--- src/rtl/grey_seq_ctrl_if.sv ---
// Control and index bus between the Gray index sequencer and its driver.
// The slave modport belongs to grey_seq_ctrl; the master modport belongs to whatever drives it.
interface grey_seq_ctrl_if;
  logic       start;
  logic       stop;
  logic       dir;
  logic       wrap;
  logic       step_req;
  logic       step_ack;
  logic       load;
  logic [3:0] load_val;
  logic [3:0] idx;
  logic       valid;
  logic       busy;
  logic       tc;
  logic       done;
  logic [1:0] state_dbg;

  // Step handshake is four-phase. The master raises step_req. The slave advances once and raises step_ack.
  // step_ack stays high until step_req is seen low, and then the slave drops step_ack.
  // valid is a one-cycle strobe that qualifies a new idx value and has no back-pressure.
  modport master (
    output start, stop, dir, wrap, step_req, load, load_val,
    input  step_ack, idx, valid, busy, tc, done, state_dbg
  );

  modport slave (
    input  start, stop, dir, wrap, step_req, load, load_val,
    output step_ack, idx, valid, busy, tc, done, state_dbg
  );
endinterface

--- src/rtl/grey_seq_ctrl.sv ---
// Index sequencer for the Gray-code mapper: free-run, single-step, up/down, wrap/stop, and parallel load.
// Optional `GREY_SEQ_PRESCALE_EN slows RUN-mode advances to one every PRESCALE clocks.
module grey_seq_ctrl #(
  parameter logic [3:0] START    = 4'd0,
  parameter int         PRESCALE = 4
) (
  input logic            clk,
  input logic            rst,
  grey_seq_ctrl_if.slave bus
);

  typedef enum logic [1:0] {
    S_IDLE = 2'd0,
    S_RUN  = 2'd1,
    S_STEP = 2'd2,
    S_DONE = 2'd3
  } state_t;

  state_t     state_q, state_d;
  logic [3:0] idx_q, idx_d;
  logic       ack_q, ack_d;
  logic       valid_q, valid_d;
  logic       force_valid;
  logic       tc;
  logic [3:0] adv_idx;
  logic       run_tick;

  assign tc = bus.dir ? (idx_q == 4'd0) : (idx_q == 4'd15);

  // An advance saturates at the end value when wrap is off.
  always_comb begin
    adv_idx = idx_q;
    if (bus.wrap || !tc) begin
      adv_idx = bus.dir ? (idx_q - 4'd1) : (idx_q + 4'd1);
    end
  end

`ifdef GREY_SEQ_PRESCALE_EN
  logic [3:0] pre_q, pre_d;
  logic       pre_clr;

  assign run_tick = (pre_q == 4'(PRESCALE - 1));
  assign pre_clr  = bus.load || bus.stop || ((state_q != S_RUN) && (state_d == S_RUN));

  always_comb begin
    pre_d = pre_q;
    if (pre_clr) begin
      pre_d = 4'd0;
    end else if (state_q == S_RUN) begin
      pre_d = run_tick ? 4'd0 : (pre_q + 4'd1);
    end
  end

  always_ff @(posedge clk or posedge rst) begin
    if (rst) begin
      pre_q <= 4'd0;
    end else begin
      pre_q <= pre_d;
    end
  end
`else
  logic unused_prescale;
  assign unused_prescale = (PRESCALE != 0);
  assign run_tick        = 1'b1;
`endif

  always_comb begin
    state_d     = state_q;
    idx_d       = idx_q;
    ack_d       = ack_q;
    force_valid = 1'b0;
    if (bus.load) begin
      idx_d       = bus.load_val;
      state_d     = S_IDLE;
      ack_d       = 1'b0;
      force_valid = 1'b1;
    end else begin
      case (state_q)
        S_IDLE: begin
          // stop outranks start, so asserting both together leaves the FSM in IDLE.
          if (bus.stop) begin
            state_d = S_IDLE;
          end else if (bus.start) begin
            state_d = S_RUN;
          end else if (bus.step_req) begin
            idx_d   = adv_idx;
            ack_d   = 1'b1;
            state_d = S_STEP;
          end
        end
        S_RUN: begin
          if (bus.stop) begin
            state_d = S_IDLE;
          end else if (run_tick) begin
            if (!bus.wrap && tc) begin
              state_d = S_DONE;
            end else begin
              idx_d = adv_idx;
            end
          end
        end
        S_STEP: begin
          if (!bus.step_req) begin
            ack_d   = 1'b0;
            state_d = S_IDLE;
          end
        end
        S_DONE: begin
          // A restart reloads the starting end value, so valid is forced even when idx already holds it.
          if (!bus.stop && bus.start) begin
            idx_d       = bus.dir ? 4'd15 : 4'd0;
            state_d     = S_RUN;
            force_valid = 1'b1;
          end
        end
        default: state_d = S_IDLE;
      endcase
    end
    valid_d = force_valid || (idx_d != idx_q);
  end

  always_ff @(posedge clk or posedge rst) begin
    if (rst) begin
      state_q <= S_IDLE;
      idx_q   <= START;
      ack_q   <= 1'b0;
      valid_q <= 1'b0;
    end else begin
      state_q <= state_d;
      idx_q   <= idx_d;
      ack_q   <= ack_d;
      valid_q <= valid_d;
    end
  end

  assign bus.idx       = idx_q;
  assign bus.valid     = valid_q;
  assign bus.step_ack  = ack_q;
  assign bus.busy      = (state_q == S_RUN) || (state_q == S_STEP);
  assign bus.done      = (state_q == S_DONE);
  assign bus.tc        = tc;
  assign bus.state_dbg = state_q;

endmodule
--- src/flat_wrapper.sv ---
// flat-port wrapper written by rule: the top's interface ports become plain ports
module grey_seq_ctrl_flat 
#(
  parameter logic [3:0] START    = 4'd0,
  parameter int         PRESCALE = 4
)
  (clk, rst, bus_start, bus_stop, bus_dir, bus_wrap, bus_step_req, bus_load, bus_load_val, bus_step_ack, bus_idx, bus_valid, bus_busy, bus_tc, bus_done, bus_state_dbg);
  grey_seq_ctrl_if bus_i ();
  input logic clk;
  input logic rst;
  input wire logic [$bits(bus_i.start)-1:0] bus_start;
  input wire logic [$bits(bus_i.stop)-1:0] bus_stop;
  input wire logic [$bits(bus_i.dir)-1:0] bus_dir;
  input wire logic [$bits(bus_i.wrap)-1:0] bus_wrap;
  input wire logic [$bits(bus_i.step_req)-1:0] bus_step_req;
  input wire logic [$bits(bus_i.load)-1:0] bus_load;
  input wire logic [$bits(bus_i.load_val)-1:0] bus_load_val;
  output wire logic [$bits(bus_i.step_ack)-1:0] bus_step_ack;
  output wire logic [$bits(bus_i.idx)-1:0] bus_idx;
  output wire logic [$bits(bus_i.valid)-1:0] bus_valid;
  output wire logic [$bits(bus_i.busy)-1:0] bus_busy;
  output wire logic [$bits(bus_i.tc)-1:0] bus_tc;
  output wire logic [$bits(bus_i.done)-1:0] bus_done;
  output wire logic [$bits(bus_i.state_dbg)-1:0] bus_state_dbg;
  assign bus_i.start = bus_start;
  assign bus_i.stop = bus_stop;
  assign bus_i.dir = bus_dir;
  assign bus_i.wrap = bus_wrap;
  assign bus_i.step_req = bus_step_req;
  assign bus_i.load = bus_load;
  assign bus_i.load_val = bus_load_val;
  assign bus_step_ack = bus_i.step_ack;
  assign bus_idx = bus_i.idx;
  assign bus_valid = bus_i.valid;
  assign bus_busy = bus_i.busy;
  assign bus_tc = bus_i.tc;
  assign bus_done = bus_i.done;
  assign bus_state_dbg = bus_i.state_dbg;
  grey_seq_ctrl #(.START(START), .PRESCALE(PRESCALE)) u_core (.clk(clk), .rst(rst), .bus(bus_i));
endmodule
--- config.mk ---
export PLATFORM = sky130hd
export DESIGN_NAME = grey_seq_ctrl_flat
export DESIGN_NICKNAME = d
export VERILOG_FILES = /design/src/rtl/grey_seq_ctrl_if.sv /design/src/rtl/grey_seq_ctrl.sv /design/src/flat_wrapper.sv
export SDC_FILE = /design/constraint.sdc
export NUM_CORES = 1
export LEC_CHECK = 0
export CAP_MARGIN = 20
export CELL_PAD_IN_SITES_DETAIL_PLACEMENT = 1
export CELL_PAD_IN_SITES_GLOBAL_PLACEMENT = 2
export CORE_MARGIN = 2
export CORE_UTILIZATION = 25
export CTS_CLUSTER_DIAMETER = 80
export CTS_CLUSTER_SIZE = 10
export DETAILED_ROUTE_END_ITERATION = 16
export PLACE_DENSITY = 0.71
export SYNTH_ARGS = -nofsm -noshare
export SYNTH_HDL_FRONTEND = slang
export SYNTH_SLANG_ARGS = --single-unit
--- constraint.sdc ---
create_clock -name clk -period 2.8 [get_ports clk]
set_input_delay 0.84 -clock clk [delete_from_list [all_inputs] [get_ports clk]]
set_output_delay 0.84 -clock clk [all_outputs]
set_load 0.005 [all_outputs]
==> flow_summary.yaml <==
critical_path:
  start_kind: "input pin"
  ff2ff_path_depth: 7
  critical_path.max_fanout: 4
  r2r-start: "u_core.bus.state_dbg[1]$_DFFE_PP0P_"
  rrSetupSlack_ns: 0.60
  r2r_end: "u_core.bus.valid$_DFF_PP0_"
  crit_type: "input pin to flop"
  critPathRequiredTime_ns: 2.91
  cp.arrival_ns: 2.61
  crit_path_end_kind: "flop"
timing:
  rsz0062_at_grt: "no"
  fin_ws_ns: 0.295
  maxSlewViolCount: 0
  worst_slew_pin_slew_ns: 0.412
  finalSetupViolCount: 0
  hold_viol: 0
  fin_crit_sh_pct: 89.5
  max_slew_margin_pct: 72.3
  skew_ns: 0.00255
  period_minus_slack_ns: 2.51
  whs_ns: 0.570
  fmaxAchievable_mhz: 399
place:
  dp.cells: 198
  port_buffers: 22
  gp_congestion: 0.859
  placed_area_um2: 1320
  dp_hpwl_mm: 2.46
  place_ws_ns: -0.219
clocking:
  clock-sinks: 8
  cts_root_buf: "clkbuf_8"
  htreeDepth: 1
  cts.reportedPaths.clkPinSlew_ns: 0.04
  cts.path.max_buffers: 2
  numCtsBuffers: 3
  clock_latency_ns: 0.22
  cts_tree: "yes"
grt:
  antenna_found_initial: 0
  grt_pass1_vias: 1034
  grt_max_degree: 11
  grtUsageTotal_pct: 14.9
  grt_first_pass_wirelength_mm: 4.91
  gr-total-overflow: 0
min_path:
  min_to: "u_core.bus.step_ack$_DFFE_PP0P_"
  hp-start: "u_core.bus.step_ack$_DFFE_PP0P_"
  min_path_type: "flop to flop"
  min_path_cells: 2
floorplanning:
  die_h_um: 65.1
  dieArea_um2: 4240
  ioPinCount: 23
  coreArea_um2: 3630
  num_rows: 22
  fp.dieW_um: 65.1
  initial_utilization_pct: 25.7
detailed_routing:
  firstDrtPassIters: 4
  drt-vias-per-instance: 4.96
  postRouteAntennaNets: 0
  wl_mm: 3.01
  dr_total_vias: 996
  wire_per_inst_um: 15.0
  drtIter0Drc: 17
  drcViolationCount: 0
status:
  status: "completed"
power:
  ir_worst_vdd_v: 0.000225
  powerDensity_nw_per_um2: 437
  p_leak_uw: 0.000602
synthesis:
  post-synth-top-area-cell: "dfrtp_1"
  async_flop_share_pct: 100
  ys_warn_count: 0
  synthDistinctLibCells: 44
  synthFlopType: "dfrtp_1"
  synth_fp_nets: 134
  synthTopCellsByArea: "dfrtp_1, ha_1, a21oi_1"
  synthDominantCellAreaShare_pct: 21.4
  synth_edf_count: 0
  ys_seq_area_share_pct: 21.4
  netlist_instances: 115
  synth_common_cells: "a21oi_1, inv_1, nand2_1, nor2_1"
  syn_area_um2: 933
  yosysMostFrequentCell: "a21oi_1"
  avgSynthCellArea_um2: 8.12
  ys_seq_elements: 8
cells_and_area:
  drive_gt1_share_pct: 19.6
  area_growth_pct: 46.4
  fin_cells: 201
  final_util_pct: 37.6
  nFillCells: 458
  final_nets: 174
  num_antenna_cells: 0
  final_area_um2: 1370
flow_run:
  maxCapViolCount: 0
==> layout by cell type, fill, tap and decap left out, drive strengths merged, types with 2 or more instances in the layout <==
cell and n:
a21oi 11, a22oi 3, buf 18, clkbuf 3
clkdlybuf4s50 20, dfrtp 8, ha 6, inv 10
mux2 3, mux2i 3, nand2 9, nand2b 3
nand3 3, nor2 9, nor2b 2, o211ai 2
o21ai 11, o22ai 3, o31a 2, o31ai 2
or2 2, xnor2 2
==> area by class of cell <==
class | instances | area, µm² | area share (%)
multi-input combinational | 92 | 671 | 49.1
timing repair buffer | 40 | 357 | 26.1
sequential | 8 | 200 | 14.7
tap | 48 | 60.1 | 4.40
clock buffer | 3 | 41.3 | 3.02
inverter | 10 | 37.5 | 2.75
==> sequential cells by signal, summed over array words and instances, names as in the netlist <==
| signal | count |
|---|---|
| u_core.bus.step_ack | 1 |
| u_core.bus.idx | 4 |
| u_core.bus.valid | 1 |
| u_core.bus.state_dbg | 2 |
==> layer usage <==
layer  routed length [µm]  share of wire, %  track usage, %
met2                 1420                47            25.1
met1                 1490                50            20.9
met3                   74               2.5            1.03
met4                   23              0.76            3.13
met5                    0                 0               0
==> per-stage QoR <==
stage	power (µW)	TNS [ns]
2_1_floorplan	316	0
3_3_place_gp	460	-0.487
5_1_grt	646	0
3_5_place_dp	467	-0.580
4_1_cts	607	0
6_report	598	0
==> where the power goes <==
part	switching (µW)	total [µW]	internal, µW
combinational	154	321	167
sequential	10.7	143	132
clock	41.7	135	92.8
total	206	598	392
==> what timing repair did <==
action,CTS,global route
endpoints found under the hold margin,0,0
endpoints found under the setup margin,1,2
pin swaps,0,1
hold buffers,0,0
buffers inserted,0,0
resized for setup,1,1
==> worst max path at each step <==
stage | from | to | slack, ns | cells after the start
floorplan | bus_dir | u_core.bus.valid$_DFF_PP0_ | 0.49 | 7
global placement | bus_dir | u_core.bus.valid$_DFF_PP0_ | -0.17 | 9
detailed placement | bus_dir | u_core.bus.valid$_DFF_PP0_ | -0.22 | 9
CTS | bus_dir | u_core.bus.valid$_DFF_PP0_ | 0.01 | 9
global route | bus_wrap | u_core.bus.idx[3]$_DFF_PP0_ | 0.20 | 7
finish | bus_wrap | u_core.bus.idx[3]$_DFF_PP0_ | 0.29 | 7
==> kinds of logic (layout without fill, tap and decap cells) <==
logic type / count (synthesis) / count (layout) / share of synthesized area, %
adders and majority gates: 7 / 7 / 10.2
DFF: 8 / 8 / 21.4
muxes: 6 / 6 / 6.84
xor gates and xnor gates: 3 / 3 / 4.42
buffers and inverters: 15 / 53 / 6.70
AOI/OAI and AO/OA: 42 / 42 / 31.6
and+or+nand+nor: 34 / 34 / 18.8
==> worst max-delay path: stages <==
cell	delay (ns)
clkdlybuf4s50_1	0.47
nand2b_1	0.15
o22ai_4	0.09
o32a_2	0.38
or2_1	0.26
o2bb2ai_1	0.14
mux2_2	0.28
Note: power is estimated with default switching activity, not from simulation.
